$ cat src/rtl/fdma_pkg.sv
// rtl/fdma_pkg.sv - shared widths, state encoding and round-robin pick for the FDMA arbiter
package fdma_pkg;

  localparam int ADDR_W_DEF = 32;
  localparam int SIZE_W_DEF = 16;
  localparam int DATA_W_DEF = 128;
  localparam int NCLIENT    = 2;

  typedef enum logic [1:0] {
    ST_IDLE = 2'd0,
    ST_REQ  = 2'd1,
    ST_BUSY = 2'd2
  } arb_state_e;

  // One-hot winner; on a tie the client that was not served last wins.
  function automatic logic [NCLIENT-1:0] rr_pick(input logic [NCLIENT-1:0] req,
                                                 input logic               last_gnt);
    if (req == 2'b11) begin
      return last_gnt ? 2'b01 : 2'b10;
    end
    return req;
  endfunction

endpackage

$ cat src/rtl/fdma_arb_ch.sv
// rtl/fdma_arb_ch.sv - one arbitrated FDMA channel: FSM, round-robin pointer, request latch, grant mux
module fdma_arb_ch
  import fdma_pkg::*;
#(
  parameter int ADDR_W = ADDR_W_DEF,
  parameter int SIZE_W = SIZE_W_DEF,
  parameter int DATA_W = DATA_W_DEF
) (
  input  logic                           clk,
  input  logic                           rstn,
  input  logic [NCLIENT-1:0]             c_areq,
  input  logic [NCLIENT-1:0][ADDR_W-1:0] c_addr,
  input  logic [NCLIENT-1:0][SIZE_W-1:0] c_size,
  input  logic [NCLIENT-1:0][DATA_W-1:0] c_data,
  input  logic [NCLIENT-1:0]             c_ready,
  output logic [NCLIENT-1:0]             c_busy,
  output logic [NCLIENT-1:0]             c_valid,
  output logic [ADDR_W-1:0]              fdma_addr,
  output logic [SIZE_W-1:0]              fdma_size,
  output logic                           fdma_areq,
  input  logic                           fdma_busy,
  input  logic                           fdma_valid,
  output logic [DATA_W-1:0]              fdma_data,
  output logic                           fdma_ready,
  output logic [NCLIENT-1:0]             gnt
);

  arb_state_e          state_q, state_d;
  logic [NCLIENT-1:0]  gnt_q, gnt_d;
  logic                last_q, last_d;
  logic                areq_q, areq_d;
  logic [ADDR_W-1:0]   addr_q, addr_d;
  logic [SIZE_W-1:0]   size_q, size_d;
  logic [NCLIENT-1:0]  win;

  always_ff @(posedge clk) begin
    if (!rstn) begin
      state_q <= ST_IDLE;
      gnt_q   <= '0;
      last_q  <= 1'b1;
      areq_q  <= 1'b0;
      addr_q  <= '0;
      size_q  <= '0;
    end else begin
      state_q <= state_d;
      gnt_q   <= gnt_d;
      last_q  <= last_d;
      areq_q  <= areq_d;
      addr_q  <= addr_d;
      size_q  <= size_d;
    end
  end

  always_comb begin
    state_d = state_q;
    case (state_q)
      ST_IDLE: if (|c_areq)    state_d = ST_REQ;
      ST_REQ:  if (fdma_busy)  state_d = ST_BUSY;
      ST_BUSY: if (!fdma_busy) state_d = ST_IDLE;
      default:                 state_d = ST_IDLE;
    endcase
  end

  // Requests are only sampled in IDLE; address/size are frozen until the burst retires.
  always_comb begin
    win    = rr_pick(c_areq, last_q);
    gnt_d  = gnt_q;
    last_d = last_q;
    areq_d = areq_q;
    addr_d = addr_q;
    size_d = size_q;
    case (state_q)
      ST_IDLE: begin
        if (|c_areq) begin
          gnt_d  = win;
          areq_d = 1'b1;
          addr_d = win[1] ? c_addr[1] : c_addr[0];
          size_d = win[1] ? c_size[1] : c_size[0];
        end
      end
      ST_REQ: begin
        if (fdma_busy) areq_d = 1'b0;
      end
      ST_BUSY: begin
        if (!fdma_busy) begin
          gnt_d  = '0;
          last_d = gnt_q[1];
        end
      end
      default: begin
        gnt_d  = '0;
        areq_d = 1'b0;
      end
    endcase
  end

  // Grant is all-zero in IDLE, so the mux naturally idles at zero.
  always_comb begin
    fdma_data  = '0;
    fdma_ready = 1'b0;
    c_valid    = '0;
    for (int i = 0; i < NCLIENT; i++) begin
      if (gnt_q[i]) begin
        fdma_data  = c_data[i];
        fdma_ready = c_ready[i];
        c_valid[i] = fdma_valid;
      end
    end
  end

  assign c_busy    = gnt_q;
  assign gnt       = gnt_q;
  assign fdma_areq = areq_q;
  assign fdma_addr = addr_q;
  assign fdma_size = size_q;

endmodule

$ cat src/rtl/fdma_arb2.sv
// rtl/fdma_arb2.sv - two-client FDMA arbiter, independent write and read channels
module fdma_arb2
  import fdma_pkg::*;
#(
  parameter int ADDR_W = ADDR_W_DEF,
  parameter int SIZE_W = SIZE_W_DEF,
  parameter int DATA_W = DATA_W_DEF
) (
  input  logic              ui_clk,
  input  logic              fdma_rstn,
  input  logic [ADDR_W-1:0] c0_waddr,
  input  logic              c0_wareq,
  input  logic [SIZE_W-1:0] c0_wsize,
  output logic              c0_wbusy,
  input  logic [DATA_W-1:0] c0_wdata,
  output logic              c0_wvalid,
  input  logic              c0_wready,
  input  logic [ADDR_W-1:0] c0_raddr,
  input  logic              c0_rareq,
  input  logic [SIZE_W-1:0] c0_rsize,
  output logic              c0_rbusy,
  output logic [DATA_W-1:0] c0_rdata,
  output logic              c0_rvalid,
  input  logic              c0_rready,
  input  logic [ADDR_W-1:0] c1_waddr,
  input  logic              c1_wareq,
  input  logic [SIZE_W-1:0] c1_wsize,
  output logic              c1_wbusy,
  input  logic [DATA_W-1:0] c1_wdata,
  output logic              c1_wvalid,
  input  logic              c1_wready,
  input  logic [ADDR_W-1:0] c1_raddr,
  input  logic              c1_rareq,
  input  logic [SIZE_W-1:0] c1_rsize,
  output logic              c1_rbusy,
  output logic [DATA_W-1:0] c1_rdata,
  output logic              c1_rvalid,
  input  logic              c1_rready,
  output logic [ADDR_W-1:0] fdma_waddr,
  output logic              fdma_wareq,
  output logic [SIZE_W-1:0] fdma_wsize,
  input  logic              fdma_wbusy,
  output logic [DATA_W-1:0] fdma_wdata,
  input  logic              fdma_wvalid,
  output logic              fdma_wready,
  output logic [ADDR_W-1:0] fdma_raddr,
  output logic              fdma_rareq,
  output logic [SIZE_W-1:0] fdma_rsize,
  input  logic              fdma_rbusy,
  input  logic [DATA_W-1:0] fdma_rdata,
  input  logic              fdma_rvalid,
  output logic              fdma_rready,
  output logic [1:0]        wgnt,
  output logic [1:0]        rgnt
);

  logic [NCLIENT-1:0] w_busy, w_valid, r_busy, r_valid;
  logic [DATA_W-1:0]  rd_mux_unused;

  fdma_arb_ch #(.ADDR_W(ADDR_W), .SIZE_W(SIZE_W), .DATA_W(DATA_W)) u_wr_ch (
    .clk        (ui_clk),
    .rstn       (fdma_rstn),
    .c_areq     ({c1_wareq, c0_wareq}),
    .c_addr     ({c1_waddr, c0_waddr}),
    .c_size     ({c1_wsize, c0_wsize}),
    .c_data     ({c1_wdata, c0_wdata}),
    .c_ready    ({c1_wready, c0_wready}),
    .c_busy     (w_busy),
    .c_valid    (w_valid),
    .fdma_addr  (fdma_waddr),
    .fdma_size  (fdma_wsize),
    .fdma_areq  (fdma_wareq),
    .fdma_busy  (fdma_wbusy),
    .fdma_valid (fdma_wvalid),
    .fdma_data  (fdma_wdata),
    .fdma_ready (fdma_wready),
    .gnt        (wgnt)
  );

  // Read data flows core-to-client, so this instance's client data mux carries nothing.
  fdma_arb_ch #(.ADDR_W(ADDR_W), .SIZE_W(SIZE_W), .DATA_W(DATA_W)) u_rd_ch (
    .clk        (ui_clk),
    .rstn       (fdma_rstn),
    .c_areq     ({c1_rareq, c0_rareq}),
    .c_addr     ({c1_raddr, c0_raddr}),
    .c_size     ({c1_rsize, c0_rsize}),
    .c_data     ('0),
    .c_ready    ({c1_rready, c0_rready}),
    .c_busy     (r_busy),
    .c_valid    (r_valid),
    .fdma_addr  (fdma_raddr),
    .fdma_size  (fdma_rsize),
    .fdma_areq  (fdma_rareq),
    .fdma_busy  (fdma_rbusy),
    .fdma_valid (fdma_rvalid),
    .fdma_data  (rd_mux_unused),
    .fdma_ready (fdma_rready),
    .gnt        (rgnt)
  );

  assign c0_wbusy  = w_busy[0];
  assign c1_wbusy  = w_busy[1];
  assign c0_wvalid = w_valid[0];
  assign c1_wvalid = w_valid[1];
  assign c0_rbusy  = r_busy[0];
  assign c1_rbusy  = r_busy[1];
  assign c0_rvalid = r_valid[0];
  assign c1_rvalid = r_valid[1];
  assign c0_rdata  = fdma_rdata;
  assign c1_rdata  = fdma_rdata;

endmodule

$ cat config.mk
export PLATFORM = sky130hd
export DESIGN_NAME = fdma_arb2
export DESIGN_NICKNAME = d
export VERILOG_FILES = /design/src/rtl/fdma_pkg.sv /design/src/rtl/fdma_arb_ch.sv /design/src/rtl/fdma_arb2.sv
export SDC_FILE = /design/constraint.sdc
export NUM_CORES = 1
export LEC_CHECK = 0
export ABC_CLOCK_PERIOD_IN_PS = 4200
export CAP_MARGIN = 15
export CORE_AREA = 2 2 423 425
export CTS_CLUSTER_SIZE = 24
export DETAILED_ROUTE_END_ITERATION = 10
export DIE_AREA = 0 0 425 427
export SYNTH_ARGS = -nofsm -noshare
export SYNTH_HDL_FRONTEND = slang
export SYNTH_SLANG_ARGS = --single-unit
export TNS_END_PERCENT = 5
$ cat constraint.sdc
create_clock -name ui_clk -period 4.2 [get_ports ui_clk]
set_input_delay 1.05 -clock ui_clk [delete_from_list [all_inputs] [get_ports ui_clk]]
set_output_delay 1.05 -clock ui_clk [all_outputs]
set_load 0.005 [all_outputs]
==> flow_summary.yaml, run 1 <==
sta:
  rsz0062_at_grt: "false"
  finalSetupViolations: 0
  slew_violations: 0
  period_share_pct: 92.0
  finalSetupTns_ps: 0
  slew_headroom_pct: 22.3
  finalCriticalPeriod_ps: 3860
  hold_ws_ps: 517
  worst_slack_ps: 337
  worstMarginPinSlew_ps: 1160
  hold_viol: 0
  finClkSkew_ps: 15.1
  max_freq_mhz: 259
floorplan:
  core_area_um2: 177000
  num_rows: 155
  dieWidth_um: 425
  start_util_pct: 4.71
  die_h_um: 427
  io_pins: 1086
  die_area_um2: 181000
worst_setup_path:
  critPathLaunchType: "flip-flop"
  r2r-start: "u_wr_ch.state_q[1]"
  reg2reg_slack_ps: 1940
  crit_required_ps: 3150
  worst_r2r_endpoint: "u_wr_ch.fdma_addr[15]"
  critPathKind: "flip-flop to output pin"
  critPathCaptureType: "output pin"
  crit_fanout: 96
  crit_path_start: "u_wr_ch.c_busy[0]"
  rr_worst_depth: 5
  crit_arrival_ps: 2810
detailed_routing:
  postRouteAntennaNets: 0
  wire_per_inst_um: 32.9
  num_vias: 9905
  drt-initial-drc-count: 521
  drc_errors: 0
  wirelength_mm: 123
  drt_first_pass_iters: 5
  via_per_inst: 2.64
yosys:
  synth_top_flop_cell: "dfxtp_1"
  synthesis.nets: 1567
  yosysMostFrequentCell: "buf_4"
  synth_enable_flop_cells: 0
  synth-xor-area-share_pct: 0.210
  ys_types: 36
  syn-cell-area_um2: 8350
  synthAdderAreaFrac_pct: 0
  async_reset_ff_share_pct: 0
  synth_common_cells: "buf_4 (262), a22o_1 (129), dfxtp_1 (108), nand2_1 (98), a21oi_1 (97)"
  yosys.area.top_type_share_pct: 25.9
  synth_top_family_by_area: "compound AO/OA/AOI/OAI gates"
  synth_top_area_cell: "dfxtp_1"
  muxShareOfSynthArea_pct: 5.75
  synth_warnings: 0
  syn-instance-count: 977
  synthTopCellsByArea: "dfxtp_1 (26%), buf_4 (24%), a22o_1 (14%)"
  synth.avg_cell_area_um2: 8.55
  synth_simple_gate_area_share_pct: 6.07
  ys_ff_latch: 108
  synth_seq_area_share_pct: 25.9
  synth-compound-area-share_pct: 33.3
clock_network:
  clk_pin_slew_worst_paths_ps: 80
  post_cts_buffers: 0
  cts_tree: "done"
  clock_sinks: 108
  cts_resized: 0
  clk_latency_ps: 400
  cts_inserted_buffers: 9
  cts_htree_levels: 3
  cts-root-buf: "clkbuf_16"
  cts.path.max_buffers: 2
  hold_buffers: 0
grt:
  grt_max_degree: 102
  grt_pass1_wl_mm: 140
  grt.total_usage_pct: 12.9
  antenna_found_initial: 107
  overflow: 0
  grt_pass1_vias: 9235
layout:
  instances_no_fill: 3745
  syn2layout_area_growth_pct: 97.1
  drive_above_1_share_pct: 6.68
  final_nets: 1947
min_path:
  hold_path.class: "flip-flop to flip-flop"
  whs_path_depth: 2
  min_from: "u_rd_ch.fdma_areq"
  hold_end: "u_rd_ch.fdma_areq"
power:
  p_sw_share_pct: 38.9
  clkPwrFrac_pct: 21.2
  p_int_uw: 2590
  leakage_uw: 0.00533
  comb_power_share_pct: 49.3
  p_switching_uw: 1650
  p_total_uw: 4240
  cellPowerDensity_nw_per_um2: 257
  power_frac_seq_pct: 29.5
  irDropWorstVdd_v: 0.000157
placement:
  dp_hpwl_mm: 113
  dp_cells: 3701
  io_buffers: 701
  place_ws_ps: 586
  finalWeightedCongestion: 0.831
flow_run:
  cap_violations: 0
run_status:
  status: "finished, final reports clean"
## cells by family after synthesis
| group | after synthesis |
|---|---|
| buf+inv | 354 |
| flops | 108 |
| mux | 48 |
| xor+xnor | 2 |
| simple gates | 123 |
| compound gates | 342 |
## flip-flops by register name (all words and copies together), names as in the netlist
signal,count
u_rd_ch.c_busy,2
u_wr_ch.fdma_areq,1
u_rd_ch.fdma_size,16
u_rd_ch.last_q,1
u_wr_ch.fdma_size,16
u_wr_ch.state_q,2
u_wr_ch.c_busy,2
u_rd_ch.fdma_areq,1
u_wr_ch.last_q,1
u_rd_ch.fdma_addr,32
u_wr_ch.fdma_addr,32
u_rd_ch.state_q,2
## critical path, cell delays in order (launching register included)
cell	delay, ps
dfxtp_1	580
nor2b_4	260
buf_12	360
a22o_1	200
clkdlybuf4s50_1	940
## power by group through the flow
| stage | Sequential (uW) | Clock (uW) | Combinational [uW] |
|---|---|---|---|
| CTS | 1250 | 945 | 2140 |
| floorplan | 1240 | 0 | 781 |
| global placement | 1270 | 0 | 2120 |
| global route | 1260 | 965 | 2220 |
| detailed placement | 1270 | 0 | 2130 |
| finish | 1250 | 899 | 2090 |
## worst max path at each step
stage / slack (ps) / endpoint
global placement: 590 / fdma_wdata[19]
finish: 340 / fdma_wdata[7]
floorplan: 1850 / fdma_wdata[49]
detailed placement: 590 / fdma_wdata[19]
global route: 150 / fdma_wdata[7]
CTS: 270 / fdma_wdata[87]
## area by class of cell
type                            count  area [um2]
Tap cell                         2355        2950
Sequential cell                   108        2170
Timing Repair Buffer              718        7160
Antenna cell                       28        70.1
Clock inverter                      6        56.3
Clock buffer                       10         229
Inverter                            5        21.3
Multi-Input combinational cell    515        3810
Fill cell                       20600      161000
## metal layers
metal  track usage [%]  part of all wire [%]  up-vias
li1                  -                     -     4078
met1              11.6                    30     4585
met2              20.4                    45      927
met3              9.99                    18      305
met4              7.54                   6.7       10
met5                 0                 0.056        -
## placed cells by master, fill, tap and decap left out, types with 2 or more instances in the layout
cell | synthesis | final
clkdlybuf4s50_1 | 0 | 693
a22o_1 | 129 | 129
dfxtp_1 | 108 | 107
nand2_1 | 98 | 98
a21oi_1 | 97 | 97
mux2i_1 | 48 | 48
diode_2 | 0 | 28
a211oi_1 | 28 | 28
a311oi_1 | 28 | 28
buf_4 | 262 | 22
a211oi_2 | 20 | 20
a311oi_2 | 20 | 20
clkbuf_16 | 0 | 9
nor2_1 | 8 | 8
o21ai_0 | 4 | 4
and2_1 | 6 | 4
inv_1 | 5 | 4
a32o_1 | 3 | 3
a22oi_1 | 3 | 3
buf_12 | 0 | 3
and2_2 | 0 | 2
a21bo_2 | 2 | 2
a21boi_0 | 2 | 2
nand2b_1 | 2 | 2
xor2_1 | 2 | 2
and3_1 | 2 | 2
nor3b_1 | 2 | 2
a211o_1 | 2 | 2
inv_8 | 0 | 2
inv_6 | 0 | 2
## through the flow
| stage | cell area, um2 | util, % |
|---|---|---|
| after floorplan | 8350 | - |
| after global placement | 16100 | 9.09 |
| after detailed placement | 16100 | 9.09 |
| after CTS | 16400 | 9.25 |
| after global routing | 16400 | 9.28 |
| final | 16500 | 9.29 |
(Power assumes the default switching activity.)
==> inputs of run 2 (changes only) <==
Settings changed: CELL_PAD_IN_SITES_DETAIL_PLACEMENT set to 0, CELL_PAD_IN_SITES_GLOBAL_PLACEMENT set to 1, CORE_AREA 2 2 423 425 to 3 3 417 419, CTS_CLUSTER_DIAMETER set to 100, DIE_AREA 0 0 425 427 to 0 0 420 422, PLACE_DENSITY_LB_ADDON set to 0.1.
==> flow_summary.yaml, run 2 (synthesis gave the netlist of run 1 again) <==
floorplan:
  num_rows: 152
  die_h_um: 422
  die_area_um2: 177000
  dieWidth_um: 420
  start_util_pct: 4.89
  io_pins: 1086
  core_area_um2: 171000
placement:
  place_ws_ps: 608
  finalWeightedCongestion: 0.705
  placed_cell_area_um2: 16300
  io_buffers: 701
  dp_hpwl_mm: 75.6
power:
  leakage_uw: 0.00551
  p_total_uw: 4210
  irDropWorstVdd_v: 0.000170
  cellPowerDensity_nw_per_um2: 254
detailed_routing:
  wirelength_mm: 88.3
  drt_first_pass_iters: 4
  postRouteAntennaNets: 0
  drt-initial-drc-count: 384
  wire_per_inst_um: 24.4
  via_per_inst: 2.48
  num_vias: 8963
  drc_errors: 0
layout:
  fin_util_pct: 9.71
  final_nets: 1958
  ff_latch_area_um2: 2170
  n_fill_cell: 19700
  mostFrequentLayoutCells: "clkdlybuf4s50_1 (672), a22o_1 (129), dfxtp_1 (107)"
  final_common_cell: "clkdlybuf4s50_1"
  drive_above_1_share_pct: 8.89
  stdcell_area_um2: 16600
  multi_input_area_um2: 3810
  syn2layout_area_growth_pct: 98.8
grt:
  grt_pass1_vias: 9618
  overflow: 0
  grt_max_degree: 82
  grt_pass1_wl_mm: 108
  grt.total_usage_pct: 9.54
  antenna_found_initial: 24
sta:
  worstMarginPinSlew_ps: 763
  finalCriticalPeriod_ps: 3580
  finClkSkew_ps: 18.5
  worst_slack_ps: 618
  finalSetupTns_ps: 0
  period_share_pct: 85.3
  hold_viol: 0
  rsz0062_at_grt: "false"
  slew_violations: 0
  finalSetupViolations: 0
  max_freq_mhz: 279
  slew_headroom_pct: 49.0
clock_network:
  cts.path.max_buffers: 2
  post_cts_buffers: 0
  cts-root-buf: "clkbuf_16"
  clock_sinks: 108
  cts_htree_levels: 3
  clk_pin_slew_worst_paths_ps: 80
  clk_latency_ps: 440
  cts_tree: "done"
  cts_resized: 0
  cts_inserted_buffers: 9
  hold_buffers: 0
worst_setup_path:
  critPathKind: "flip-flop to output pin"
  worst_r2r_endpoint: "u_rd_ch.fdma_size[5]"
  rr_worst_depth: 5
  crit_arrival_ps: 2530
  critPathLaunchType: "flip-flop"
  crit_required_ps: 3150
  r2r-start: "u_rd_ch.state_q[1]"
  crit_fanout: 81
  critPathCaptureType: "output pin"
  reg2reg_slack_ps: 2210
min_path:
  hold_path.class: "flip-flop to flip-flop"
  min_from: "u_wr_ch.fdma_areq"
  whs_path_depth: 2
  hold_end: "u_wr_ch.fdma_areq"
run_status:
  status: "finished, final reports clean"
flow_run:
  cap_violations: 0
[run 2: cell count changes in the layout (fill, tap and decap cells not counted), sizes merged]
| cell | previous run | this run |
|---|---|---|
| buf | 25 | 57 |
| clkdlybuf4s50 | 693 | 672 |
| clkinv | 1 | 2 |
| diode | 28 | 13 |
| inv | 9 | 8 |
[run 2: critical path, cell delays in order, from the launching register on]
cell             delay (ps)
dfxtp_4                 470
nor2b_4                 200
buf_12                  280
a22o_1                  380
clkdlybuf4s50_1         600
[run 2: area by class of cell]
class	instances	area share, %
Timing Repair Buffer	729	45.1
Multi-Input combinational cell	515	23.0
Tap cell	2233	16.8
Sequential cell	108	13.0
Clock buffer	10	1.38
Clock inverter	6	0.339
Antenna cell	13	0.196
Inverter	5	0.128
[run 2: power breakdown]
group / leakage [uW] / internal (uW) / switching (uW)
clock: 0.000137 / 418 / 577
sequential: 0.000898 / 1150 / 81.7
combinational: 0.00447 / 1080 / 906
total: 0.00551 / 2650 / 1570
[run 2: routing by layer]
layer | wire length (um) | part of all wire (%) | global-route usage, %
met2 | 43900 | 50 | 16.5
met1 | 30500 | 35 | 9.39
met5 | 46 | 0.052 | 0.109
met4 | 2110 | 2.4 | 2.88
met3 | 11700 | 13 | 5.82
[run 2: worst max path at each step]
stage / from / endpoint / cells past startpoint
final: u_wr_ch.c_busy[1] / fdma_wdata[40] / 4
after global routing: u_wr_ch.c_busy[1] / fdma_wdata[74] / 4
after CTS: u_wr_ch.c_busy[1] / fdma_wdata[76] / 4
after detailed placement: c1_wdata[102] / fdma_wdata[102] / 3
after global placement: c1_wdata[102] / fdma_wdata[102] / 3
after floorplan: u_wr_ch.c_busy[1] / fdma_wdata[49] / 4
[run 2: metrics by stage]
step,hold slack (ps),std cells
CTS,519,3606
detailed placement,494,3590
finish,510,3619
floorplan,489,977
global placement,493,3590
global route,539,3609
==> RTL edit 1 (config.mk and constraints of run 2) <==
Reset style: asynchronous (`rstn`), changed in one clocked block.
--- a/src/rtl/fdma_arb_ch.sv
+++ b/src/rtl/fdma_arb_ch.sv
@@ -34,5 +34,5 @@
   logic [NCLIENT-1:0]  win;
 
-  always_ff @(posedge clk) begin
+  always_ff @(posedge clk or negedge rstn) begin
     if (!rstn) begin
       state_q <= ST_IDLE;
Behaviour: differs if fdma_rstn is asserted again (counterexample within 4 cycles, from zero or initial values and one cycle with fdma_rstn low); with fdma_rstn held inactive, the same outputs for 4 cycles.
==> RTL edit 1 against run 2 <==
Wire length decreased by 20%; area after synthesis increased by 3.3%; setup slack got worse by 120 ps; worst hold slack got worse by 21 ps; critical path depth increased by 2; cell count decreased by 4.5%; cell area increased by 2.0%; register-to-register slack got worse by 240 ps; first-iteration DRC count decreased by 26%; sequential cell count unchanged; critical endpoint is now fdma_wdata[91].
Power is not compared: it rests on default switching activity, and its combinational part moved more than twofold at a synthesized area within 25%.
==> RTL edit 1: results (changes against run 2) <==
Parameter                              Value

Status
  Run status    finished, final reports clean

Layout
  Non-Clock Inverter Count    3 (-2)
  Growth of design area from synthesis to finish    96.2%
  Final cell count without fillers    3457 (-4.5%)
  Number of buffers outside the clock class in the layout    722 (-0.96%)
  Clock buf count    11 (+1)
  Number of multi-input combinational cells in the layout    371 (-28%)
  Clock distribution area overhead in the final layout    1.84% (+0.12 points)
  FILL cells    19600 (-0.30%)
  Fraction of layout instances using a drive strength above 1    21.1% (+12 points)
  Final Net Count    1805 (-7.8%)
  Area taken by flip-flops and latches    2710 um2 (+25%)
  Ant diodes    4 (-9)
  Multi-input logic portion of the cell area    22.0% (-0.92 points)

Synthesis
  Async set or reset register ratio after synthesis    100% (+100 points)
  Post-synthesis compound-gate area fraction    14.6% (-19 points)
  Multiplexer area fraction after synthesis    26.5% (+21 points)
  Commonest register cell after synthesis    dfrtp_1
  Count of different cell masters after synthesis    32 (-11%)
  Top cells by area in the synthesized netlist    dfrtp_1, buf_4, mux2_2
  Xor and xnor fraction of the mapped netlist area    0.203% (-0.0068 points)
  Most common library cells after synthesis    buf_4, mux2_2, a22o_1
  Share of synthesized area occupied by flip-flops and latches    31.3% (+5.5 points)
  Synthesized netlist cell count    793 (-19%)
  Net count after synthesis    1383 (-12%)

Clock tree
  Clock latency at the later pin of the worst-skew pair    420 ps (-20 ps)

Critical path
  Slowest stage delay, CP    620 ps (+20 ps)
  Cells on worst reg2reg path    4 (-1)
  CP endpoint    fdma_wdata[91]
  Critical path fanouts, max    48 (-41%)
  Critical path origin    u_wr_ch.c_busy[0]
  R2r startpoint    u_rd_ch.last_q
  Worst R2R End    u_rd_ch.fdma_addr[23]
  Critical path arrival    2650 ps (+120 ps)

Placed design
  Placed cell count    3437 (-4.3%)
  Instance area after placement    16600 um2 (+2.0%)
  Worst setup slack after placement    467 ps (-141 ps)
  Final HPWL from detailed placement    60700 um (-20%)

Global routing
  Global-route usage over all layers    7.63% (-1.9 points)
  Wire length of the first global-routing pass    88800 um (-18%)
  Maximum number of pins on one net before global-route repair    62 (-24%)
  Initial antenna violation count    19 (-21%)
  Vias in the first global route    8859 (-7.9%)

Routing
  DR iter-0 viols    283 (-26%)
  Via count    7773 (-13%)
  Average wire per standard cell    20.5 um (-16%)

Timing
  Share of the clock period used by the worst path    88.0% (+2.8 points)
  Skew final    9.80 ps (-8.69 ps)

Power
  Clk pwr share    11.3%
## RTL edit 1: routing by layer
metal  track usage [%]  vias up  part of all wire (%)
met5             0.519        -                  0.26
met4              2.13       14                   2.3
met3              3.64      121                    11
met2              13.7      566                    51
met1              7.81     3655                    36
li1                  -     3417                     -
## RTL edit 1: worst min-delay path by stage
stage / from / to / slack [ps] / depth (start not counted)
after floorplan: u_wr_ch.fdma_areq / u_wr_ch.fdma_areq / 470 / 1
after global placement: u_rd_ch.fdma_areq / u_rd_ch.fdma_areq / 470 / 1
after detailed placement: u_wr_ch.fdma_areq / u_wr_ch.fdma_areq / 470 / 1
after CTS: u_wr_ch.fdma_areq / u_wr_ch.fdma_areq / 500 / 1
after global routing: u_wr_ch.fdma_addr[24] / u_wr_ch.fdma_addr[24] / 530 / 1
final: u_wr_ch.fdma_areq / u_wr_ch.fdma_areq / 490 / 1
==> RTL edit 2 (settings of run 2) <==
Made on the original files. The 3 states of `arb_state_e` get a one-hot encoding in 3 bits.
--- a/src/rtl/fdma_pkg.sv
+++ b/src/rtl/fdma_pkg.sv
@@ -7,8 +7,8 @@
   localparam int NCLIENT    = 2;
 
-  typedef enum logic [1:0] {
-    ST_IDLE = 2'd0,
-    ST_REQ  = 2'd1,
-    ST_BUSY = 2'd2
+  typedef enum logic [2:0] {
+    ST_IDLE = 3'b001,
+    ST_REQ  = 3'b010,
+    ST_BUSY = 3'b100
   } arb_state_e;
 
Formal check against the unedited RTL: no difference found for any inputs over 4 cycles, from zero or initial values and one cycle with fdma_rstn low; so few cycles prove little.
==> RTL edit 2 against run 2 <==
Via count decreased by 7.7%; cell area decreased by 3.1%; wire length decreased by 25%; setup slack worse by 28 ps; power fell by 6.8%; area after synthesis fell by 3.3%; critical path depth did not move; sequential cell count rose by 2; sequential power increased by 3%; combinational power down 15%; utilization down 0.30 points; critical endpoint is now fdma_wdata[83]; largest cell class unchanged; largest power group unchanged.
==> RTL edit 2: results (changes against run 2) <==
Parameter                              Value

Routing
  DR iter-0 viols    230 (-40%)
  Average wire per standard cell    18.5 um (-24%)
  Length of the first detailed-routing pass in iterations    4 (unchanged)
  Via count    8270 (-7.7%)

Clock tree
  Clock-pin slew on the worst setup and hold paths    90 ps
  Number of setup buffers added after CTS    0 (unchanged)
  Maximum buffer depth of the clock tree    2 (unchanged)
  Clock Root Buffer    clkbuf_16
  Post-cts resize count    0 (unchanged)
  Number of levels in the clock H-tree    3 (unchanged)
  Total clock buffers created by CTS    9 (unchanged)
  Clock latency at the later pin of the worst-skew pair    410 ps (-30 ps)

Layout
  FILL cells    19700 (+0.33%)
  Final Net Count    1922 (-1.8%)
  Fraction of layout instances using a drive strength above 1    3.81% (-5.1 points)

Synthesis
  Count of different cell masters after synthesis    37 (+2.8%)
  Async set or reset register ratio after synthesis    0% (unchanged)
  Warnings, synthesis    0 (unchanged)
  Commonest register cell after synthesis    dfxtp_1
  Top cells by area in the synthesized netlist    dfxtp_1, buf_4, a22o_1
  Net count after synthesis    1524 (-2.7%)
  Share of synthesized area occupied by flip-flops and latches    27.3% (+1.4 points)
  Most common library cells after synthesis    buf_4, a22o_1, dfxtp_1

Timing
  Remaining max-slew budget at the tightest pin    56.1% (+7.1 points)
  Skew final    9.56 ps (-8.93 ps)
  Total of endpoints with negative setup slack in the final report    0 (unchanged)

Global routing
  Initial antenna violation count    12 (-50%)
  Vias in the first global route    8802 (-8.5%)
  Maximum number of pins on one net before global-route repair    98 (+20%)
  Wire length of the first global-routing pass    83800 um (-23%)
  Global-route usage over all layers    7.07% (-2.5 points)

Power
  Switching share of total power    33.2% (-4.0 points)
  Static leakage    5.09 nW (-7.5%)
  Worst vdd rail ir drop    0.000222 V (+31%)

Placed design
  Worst setup slack after placement    658 ps (+49.7 ps)
  Final HPWL from detailed placement    57100 um (-24%)
  Weighted congestion at the end of routability-driven global placement    0.724 (+2.7%)
  Number of I/O port buffers    701 (unchanged)
  Instance area after placement    15800 um2 (-3.1%)

Critical path
  Critical path fanouts, max    73 (-9.9%)
  Critical path arrival    2560 ps (+30 ps)

Hold path
  Type of the most critical hold path    register to register

Status
  Run status    finished, final reports clean
-- RTL edit 2: layout make-up --
class | instances | area share [%]
clock inverters | 5 | 0.257
well taps | 2233 | 17.4
clock buffers | 11 | 1.57
inverters | 4 | 0.0933
diodes | 4 | 0.0622
repair buffers | 721 | 45.1
multi-input cells | 486 | 21.8
flip-flops and latches | 110 | 13.7
-- RTL edit 2: per-layer routing --
metal / track usage (%) / up-vias / routed length [um]
li1: - / 3901 / -
met1: 6.25 / 3754 / 20900
met2: 13.4 / 524 / 35500
met3: 4.11 / 89 / 8420
met4: 1.90 / 2 / 1310
met5: 0.601 / - / 151
-- RTL edit 2: critical path, stage by stage, from the launching register on --
cell and delay, ps:
dfxtp_1 460, nor2b_4 210, buf_12 230, a22o_1 330, clkdlybuf4s50_1 680
-- RTL edit 2: path summary, 6_finish.rpt --
check	endpoint	slack (ps)	cells after the start	startpoint
setup / recovery	fdma_wdata[83]	590	4	u_wr_ch.c_busy[0]
hold / removal	u_wr_ch.fdma_size[8]	530	2	u_wr_ch.fdma_size[8]
setup reg to reg	u_wr_ch.fdma_addr[2]	2200	5	u_wr_ch.state_q[0]
hold reg to reg	u_wr_ch.fdma_size[8]	530	2	u_wr_ch.fdma_size[8]
-- RTL edit 2: power groups by stage --
stage | clock network, mW | registers, mW | logic (mW)
after CTS | 1.09 | 1.27 | 1.77
final | 0.968 | 1.27 | 1.69
after global placement | 0 | 1.29 | 1.78
after global routing | 1.09 | 1.29 | 1.84
after floorplan | 0 | 1.29 | 0.698
after detailed placement | 0 | 1.29 | 1.77
-- RTL edit 2: kinds of logic (layout without fill, tap and decap cells) --
family,after synthesis,count (layout),share of synthesized area (%)
buf+inv,338,741,29.6
xor+xnor,1,1,0.108
simple gates,43,43,3.27
compound gates,345,345,27.8
mux,97,97,12.0
flops,110,110,27.3
other cells,0,4,0
-- RTL edit 2: per-stage QoR --
stage / std cells / utilization [%] / power [mW] / hold WS, ps
global placement: 3554 / 9.23 / 3.08 / 512
floorplan: 934 / - / 1.99 / 472
finish: 3574 / 9.41 / 3.93 / 528
detailed placement: 3554 / 9.23 / 3.06 / 515
global route: 3571 / 9.41 / 4.22 / 561
CTS: 3570 / 9.40 / 4.14 / 536
